==> src/rtl/sc_bitstream_decoder.sv <==
// -----------------------------------------------------------------------------
// sc_bitstream_decoder
//
// Stochastic-to-binary decoder. Two independent channels share one bit input,
// time-multiplexed by iSel. Each channel counts ones over a window of
// 2^BITWIDTH accepted bits, then publishes the count on oDataN together with a
// one-cycle oValidN pulse. Back-to-back windows run at full rate.
//
// Optional build macro:
//   SC_DEC_BIPOLAR_EN  - when defined, results are bipolar:
//                        oData = ones - 2^(BITWIDTH-1) in two's complement,
//                        so a stream with p = 0.5 decodes to 0.
//                        When undefined, oData = ones (unipolar, unsigned).
//
// Ports:
//   iClk     in   1           clock, rising edge
//   iRst     in   1           synchronous active-high reset (wins over all)
//   iEn      in   1           iBit is valid and accepted this cycle
//   iSel     in   1           channel of current bit (0 / 1)
//   iBit     in   1           stochastic bitstream sample
//   iClr     in   1           clear in-progress windows on both channels;
//                             drops any bit presented in the same cycle
//   oData0   out  BITWIDTH+1  last completed result of channel 0
//   oData1   out  BITWIDTH+1  last completed result of channel 1
//   oValid0  out  1           one-cycle pulse: oData0 updated
//   oValid1  out  1           one-cycle pulse: oData1 updated
// -----------------------------------------------------------------------------
module sc_bitstream_decoder #(
    parameter int BITWIDTH = 4
) (
    input  logic                iClk,
    input  logic                iRst,
    input  logic                iEn,
    input  logic                iSel,
    input  logic                iBit,
    input  logic                iClr,
    output logic [BITWIDTH:0]   oData0,
    output logic [BITWIDTH:0]   oData1,
    output logic                oValid0,
    output logic                oValid1
);

    // Window counter value at the final bit of a window.
    localparam logic [BITWIDTH-1:0] WCNT_LAST = {BITWIDTH{1'b1}};

`ifdef SC_DEC_BIPOLAR_EN
    // Bipolar zero point: half the window length.
    localparam logic [BITWIDTH:0] HALF = (BITWIDTH+1)'(1) << (BITWIDTH-1);
`endif

    // Map a ones count (0..2^BITWIDTH) to the published result.
    function automatic logic [BITWIDTH:0] decode(input logic [BITWIDTH:0] ones);
`ifdef SC_DEC_BIPOLAR_EN
        decode = ones - HALF;
`else
        decode = ones;
`endif
    endfunction

    logic [BITWIDTH-1:0] wcnt_r  [2];
    logic [BITWIDTH:0]   acc_r   [2];
    logic [BITWIDTH:0]   data_r  [2];
    logic                valid_r [2];

    for (genvar c = 0; c < 2; c++) begin : g_ch
        logic              hit_s;
        logic              final_s;
        logic [BITWIDTH:0] sum_s;

        // Channel c owns the incoming bit only when enabled and selected;
        // iClr handling takes precedence inside the register block.
        assign hit_s   = iEn & (iSel == 1'(c));
        assign final_s = hit_s & (wcnt_r[c] == WCNT_LAST);
        // Sum includes the current bit so the final bit lands in the result.
        assign sum_s   = acc_r[c] + (BITWIDTH+1)'(iBit);

        // Per-channel window counter, accumulator, result and pulse registers.
        always_ff @(posedge iClk) begin
            if (iRst) begin
                wcnt_r[c]  <= '0;
                acc_r[c]   <= '0;
                data_r[c]  <= '0;
                valid_r[c] <= 1'b0;
            end else if (iClr) begin
                // Drop partial windows; last published result is kept.
                wcnt_r[c]  <= '0;
                acc_r[c]   <= '0;
                valid_r[c] <= 1'b0;
            end else begin
                valid_r[c] <= final_s;
                if (final_s) begin
                    data_r[c] <= decode(sum_s);
                    acc_r[c]  <= '0;
                    wcnt_r[c] <= '0;
                end else if (hit_s) begin
                    acc_r[c]  <= sum_s;
                    wcnt_r[c] <= wcnt_r[c] + BITWIDTH'(1);
                end else begin
                    acc_r[c]  <= acc_r[c];
                    wcnt_r[c] <= wcnt_r[c];
                end
            end
        end
    end

    assign oData0  = data_r[0];
    assign oData1  = data_r[1];
    assign oValid0 = valid_r[0];
    assign oValid1 = valid_r[1];

endmodule

==> config.mk <==
export PLATFORM = sky130hd
export DESIGN_NAME = sc_bitstream_decoder
export DESIGN_NICKNAME = d
export VERILOG_FILES = /design/src/rtl/sc_bitstream_decoder.sv
export SDC_FILE = /design/constraint.sdc
export NUM_CORES = 1
export LEC_CHECK = 0
export BUFFER_PORTS_ARGS = -buffer_cell sky130_fd_sc_hd__buf_4
export CAP_MARGIN = 20
export CORE_MARGIN = 1
export CORE_UTILIZATION = 25
export CTS_CLUSTER_SIZE = 24
export DETAILED_ROUTE_END_ITERATION = 12
export SYNTH_ARGS = -nofsm -noshare
export SYNTH_HDL_FRONTEND = slang
export SYNTH_SLANG_ARGS = --single-unit
==> constraint.sdc <==
create_clock -name iClk -period 2 [get_ports iClk]
set_input_delay 0.4 -clock iClk [delete_from_list [all_inputs] [get_ports iClk]]
set_output_delay 0.4 -clock iClk [all_outputs]
set_load 0.02 [all_outputs]
==> results of run 1 <==
==> power by group <==
part / leakage (uW) / switching (uW) / total (uW) / internal (uW)
combinational: 0.000298 / 54.6 / 92.9 / 38.3
clock: 0.0000383 / 204 / 443 / 239
sequential: 0.000329 / 15.2 / 735 / 720
total: 0.000666 / 274 / 1270 / 997
==> cell families (layout without fill, tap and decap cells) <==
group | Yosys count | in the layout
flip-flops | 30 | 30
other | 1 | 2
buffers and inverters | 8 | 32
adder cells (fa/ha/maj) | 6 | 6
XOR/XNOR | 10 | 10
AO/OA/AOI/OAI | 2 | 2
AND/OR/NAND/NOR | 48 | 48
==> how the worst max path moves through the flow <==
stage	slack, ns	start	depth (start not counted)	endpoint
6_report	0.51	wcnt_r[0][0]	4	data_r[0][1]
3_3_place_gp	0.45	iBit	6	data_r[0][4]
3_5_place_dp	0.41	iBit	6	acc_r[0][4]
2_1_floorplan	0.46	wcnt_r[0][0]	3	data_r[0][0]
5_1_grt	0.34	wcnt_r[0][0]	4	data_r[0][4]
4_1_cts	0.50	wcnt_r[0][0]	4	data_r[0][4]
==> layout make-up <==
cell class	count	area [um^2]	share of cell area [%]
timing repair buffer	19	143	8.57
clock buffer	7	76.3	4.59
sequential	30	901	54.1
multi-input combinational	68	434	26.1
tap	70	87.6	5.26
inverter	6	22.5	1.35
==> metal layers <==
metal / vias up / global-route usage, % / part of all wire, % / wire length, um
li1: 411 / - / - / -
met5: - / 0 / 0 / 0
met2: 24 / 15.1 / 48 / 1090
met1: 389 / 9.37 / 44 / 998
met3: 6 / 3.11 / 5.1 / 115
met4: 0 / 6.35 / 2.9 / 65
==> cell usage after synthesis, drive strengths merged <==
cell type  number  area [um^2]
o31ai           2         15.0
edfxtp         30          901
nand4bb         1         11.3
buf             2         16.3
nand2           4         15.0
inv             6         22.5
xor2            6         52.6
nand2b          3         21.3
or2             1         6.26
nor4b           1         23.8
and3            3         18.8
and2            2         12.5
ha              6         75.1
nor2           24         90.1
or4b            1         10.0
nand3           8         40.0
conb            1         3.75
xnor2           4         35.0
==> placed cells by master, fill, tap and decap left out, drive strengths merged, types with 2 or more instances in the layout <==
cell type	n
and2	2
and3	3
buf	19
clkbuf	7
conb	2
edfxtp	30
ha	6
inv	6
nand2	4
nand2b	3
nand3	8
nor2	24
o31ai	2
xnor2	4
xor2	6
==> flip-flops by register name, summed over array words and instances, names as in the netlist <==
register  flops
data_r       10
valid_r       2
wcnt_r        8
acc_r        10
==> worst register-to-register path, cell delays in order, from the launching register on <==
cell and delay (ns):
edfxtp_1 0.38, ha_1 0.19, nand3_1 0.19, o31ai_1 0.26, buf_4 0.19
==> per-stage QoR <==
step                setup slack [ns]  hold slack (ns)  total power (uW)
global route                   0.342            0.559              1320
global placement               0.454            0.577               834
CTS                            0.504            0.549              1280
finish                         0.507            0.555              1270
floorplan                      0.463            0.561               796
detailed placement             0.411            0.602               841
==> flow_metrics.py, run 1 <==
metrics = {
    "setup_path": {
        "critPathMaxFanout": 6,
        "slowest_stage": "edfxtp_1",
        "cp-start-kind": "flop",
        "cp_data_required_time_ns": 1.99,
        "r2r_end": "data_r[0][1]",
        "critPathArrivalTime_ns": 1.48,
        "crit_buf_inv": 1,
        "r2r_start": "wcnt_r[0][0]",
        "worstPathCellList": "ha_1 -> nand3_1 -> o31ai_1 -> buf_4",
        "r2r_cells": 4,
        "slowest_delay_ns": 0.38,
        "cpLargestDelayFamily": "flip-flops",
        "end_kind": "flop",
        "regToRegSetupSlack_ns": 0.51,
        "crit_type": "flop to flop",
    },
    "routing": {
        "dr.pass1.iters": 4,
        "via_per_inst": 4.15,
        "antenna_left": 0,
        "wl_mm": 2.27,
        "wl_per_cell_um": 11.4,
        "drc": 0,
        "drt-initial-drc-count": 16,
        "routed-via-count": 830,
    },
    "die": {
        "core.rowCount": 26,
        "start_util_pct": 26.3,
        "die_h_um": 76.0,
        "die_area_um2": 5780,
        "core_um2": 5200,
        "die_w_um": 76.0,
        "ios": 18,
    },
    "sta": {
        "fin_setup_tns_ns": 0,
        "fmax_ghz": 0.670,
        "final-max-slew-violation-count": 0,
        "finalCriticalPeriod_ns": 1.49,
        "rsz0062_at_grt": "no",
        "timing_hold_violations_final": 0,
        "setup_viol": 0,
        "final.period_utilization_pct": 74.7,
        "skew_ns": 0.00296,
    },
    "global_route": {
        "grt_first_pass_wirelength_mm": 3.91,
        "grt_start_max_net_pins": 10,
        "first_global_vias": 879,
        "grt.overflow.total": 0,
        "antenna_found_initial": 0,
        "track_usage_pct": 8.97,
    },
    "cells_and_area": {
        "finalNetCount": 142,
        "stdcell_count": 200,
        "fill_cells": 538,
        "fin_area_um2": 1660,
        "num_antenna_cells": 0,
        "drive_gt1_share_pct": 20.8,
        "syn2layout_area_growth_pct": 21.5,
        "utilization_pct": 32.0,
    },
    "clocking": {
        "htreeDepth": 2,
        "post_cts_buffers": 0,
        "cts_tree": "built",
        "clock_sinks": 30,
        "clock_latency_ns": 0.27,
        "numCtsBuffers": 5,
        "clk_pin_slew_ns": 0.06,
        "root_buffer": "clkbuf_8",
        "hold_buffers": 0,
        "cts-resized-gates": 0,
        "cts_buffer_depth": 2,
    },
    "power": {
        "ir_drop_v": 0.000225,
        "p_per_area_nw_per_um2": 764,
        "power.leakage_uw": 0.000666,
    },
    "place": {
        "dpl_cell_area_um2": 1590,
        "dp.cells": 193,
        "dp.final_hpwl_mm": 1.68,
        "gp_congestion": 0.721,
        "port-buffer-count": 17,
    },
    "flow_run": {
        "drv_cap": 0,
    },
    "logic_synthesis": {
        "synth_compound_area_share_pct": 1.10,
        "synth_top_family_by_area": "simple AND/OR/NAND/NOR gates",
        "ys.warnings.count": 0,
        "synthXorXnorAreaFrac_pct": 6.39,
        "seq_area_frac_synth_pct": 65.8,
        "syn_inst": 105,
        "syn_area_um2": 1370,
        "synth_simple_gate_area_share_pct": 18.2,
        "synthAdderAreaFrac_pct": 5.48,
        "synth_mux_area_share_pct": 0,
        "synth-seq-cells": 30,
        "avgSynthCellArea_um2": 13.0,
        "yosysUniqueCellTypes": 21,
    },
    "worst_hold_path": {
        "min_to": "wcnt_r[0][2]",
        "hp-class": "input pin to flop",
        "holdCritStartpoint": "iRst",
        "min_path_cells": 3,
    },
    "outcome": {
        "outcome": "completed",
    },
}
No activity file was read; power rests on OpenSTA's default activity.
==> run 2: changes to the inputs <==
==> constraint.sdc (replaced) <==
create_clock -name iClk -period 1.2 [get_ports iClk]
set_input_delay 0.24 -clock iClk [delete_from_list [all_inputs] [get_ports iClk]]
set_output_delay 0.24 -clock iClk [all_outputs]
set_load 0.02 [all_outputs]
==> flow_metrics.py, run 2 (same netlist as run 1, synthesis figures left out) <==
metrics = {
    "outcome": {
        "outcome": "finished with violations",
        "violations": "negative setup slack",
    },
    "sta": {
        "skew_ns": 0.00669,
        "rsz0062_at_grt": "yes",
        "fin_setup_tns_ns": -3.40,
        "layout_setup_ws_ns": -0.156,
        "fmax_ghz": 0.737,
        "timing_hold_violations_final": 0,
        "finalCriticalPeriod_ns": 1.36,
        "setup_viol": 33,
        "final.period_utilization_pct": 113,
        "final-max-slew-violation-count": 0,
    },
    "global_route": {
        "first_global_vias": 936,
        "grt_first_pass_wirelength_mm": 4.17,
        "track_usage_pct": 9.75,
        "grt.overflow.total": 0,
        "antenna_found_initial": 0,
        "grt_start_max_net_pins": 10,
    },
    "power": {
        "clkPwrFrac_pct": 32.6,
        "power.leakage_uw": 0.000769,
        "combPwrFrac_pct": 10.6,
        "switching_share_pct": 22.7,
        "ir_drop_v": 0.000378,
        "p_per_area_nw_per_um2": 1060,
        "p_total_uw": 2190,
        "seqPwrFrac_pct": 56.8,
        "power.switching_uw": 498,
        "internal_power_uw": 1690,
    },
    "clocking": {
        "hold_buffers": 0,
        "clk_pin_slew_ns": 0.06,
        "root_buffer": "clkbuf_8",
        "htreeDepth": 2,
        "cts_buffer_depth": 2,
        "clock_sinks": 30,
        "clock_latency_ns": 0.28,
        "numCtsBuffers": 5,
        "cts_tree": "built",
    },
    "die": {
        "ios": 18,
        "die_area_um2": 5780,
        "core.rowCount": 26,
        "die_h_um": 76.0,
        "die_w_um": 76.0,
        "start_util_pct": 26.3,
        "core_um2": 5200,
    },
    "setup_path": {
        "r2r_cells": 5,
        "critPathMaxFanout": 2,
        "critPathArrivalTime_ns": 1.38,
        "crit_buf_inv": 0,
        "slowest_delay_ns": 0.42,
        "cpLargestDelayFamily": "flip-flops",
        "end_kind": "flop",
        "cp_data_required_time_ns": 1.23,
        "r2r_end": "data_r[0][4]",
        "crit_type": "flop to flop",
        "r2r_start": "acc_r[0][0]",
        "worstPathCellList": "ha_4 -> ha_4 -> nand3_4 -> xor2_2 -> nor2_1",
        "regToRegSetupSlack_ns": -0.16,
        "slowest_stage": "edfxtp_1",
        "crit_top_cell": "ha_4",
        "cp-start-kind": "flop",
    },
    "routing": {
        "drc": 0,
        "wl_per_cell_um": 12.2,
        "route.met3.wl_um": 116,
        "highest_layer": "met4",
        "routed-via-count": 888,
        "wl_met1_mm": 1.04,
        "drt-initial-drc-count": 22,
        "via_per_inst": 4.13,
        "wl_mm": 2.62,
        "wl_met2_mm": 1.38,
        "dr.pass1.iters": 4,
        "antenna_left": 0,
    },
    "flow_run": {
        "drv_cap": 0,
    },
    "cells_and_area": {
        "drive_gt1_share_pct": 51.7,
        "finalNetCount": 158,
        "fill_cells": 502,
        "final_common_cell": "buf_4",
        "num_antenna_cells": 0,
        "top_regs": "acc_r x10, data_r x10, wcnt_r x8",
        "final_cell_mix": "32 x buf_4, 30 x edfxtp_1, 19 x nor2_1",
        "syn2layout_area_growth_pct": 50.9,
    },
    "place": {
        "dp.final_hpwl_mm": 1.92,
        "gp_congestion": 0.754,
        "place_ws_ns": -0.199,
        "port-buffer-count": 17,
    },
    "worst_hold_path": {
        "holdCritStartpoint": "iClr",
        "hp-class": "input pin to flop",
        "min_path_cells": 3,
        "min_to": "wcnt_r[0][2]",
    },
}
## run 2: changes by cell type in the layout (fill, tap and decap cells not counted), sizes merged
cell    before  now
clkbuf       7    5
clkinv       0    1
buf         19   35
## run 2: through the flow
stage / cells / instance area, um^2 / util (%) / hold slack (ns)
after floorplan: 106 / 1480 / - / 0.486
after CTS: 214 / 1960 / 37.6 / 0.384
after detailed placement: 203 / 1770 / 33.9 / 0.601
after global placement: 203 / 1770 / 33.9 / 0.579
after global routing: 215 / 2070 / 39.7 / 0.411
final: 215 / 2070 / 39.7 / 0.384
## run 2: what timing repair did
item                                    CTS  global route
gates resized for setup                  15            18
endpoints found under the hold margin     0             0
setup buffers                             5             2
pin swaps                                12             9
endpoints found under the setup margin   35            40
## run 2: layout make-up
cell class                      instances  area (um^2)  area share, %
Sequential cell                        30          901           43.6
Inverter                                6         25.0           1.21
Clock buffer                            5         68.8           3.33
Tap cell                               70         87.6           4.24
Timing Repair Buffer                   35          274           13.3
Clock inverter                          1         3.75          0.182
Multi-Input combinational cell         68          707           34.2
## run 2: worst max-delay path by stage
stage	start	end	slack [ns]	cells past startpoint
finish	acc_r[0][0]	data_r[0][4]	-0.16	5
global route	wcnt_r[0][0]	data_r[0][0]	-0.20	3
CTS	wcnt_r[1][0]	data_r[1][3]	-0.14	3
detailed placement	wcnt_r[1][0]	data_r[1][2]	-0.20	3
global placement	wcnt_r[1][1]	data_r[1][4]	-0.13	3
floorplan	wcnt_r[1][0]	data_r[1][0]	-0.11	3
## run 2: tightest hold or removal path: stages
cell,delay (ns)
buf_4,0.11
or4b_1,0.11
nor2_1,0.04
## run 2: routing by layer
layer / GRT usage (%) / vias to the layer above
met5: 0 / -
met2: 16.3 / 25
met3: 3.47 / 7
met1: 10.1 / 416
met4: 7.31 / 0
li1: - / 440
## run 2: power groups by stage
stage / Clock [uW] / Combinational, uW / Sequential, uW
after floorplan: 0 / 81.2 / 1270
after global placement: 0 / 189 / 1250
after detailed placement: 0 / 196 / 1250
after CTS: 741 / 212 / 1240
after global routing: 777 / 253 / 1250
final: 714 / 232 / 1240
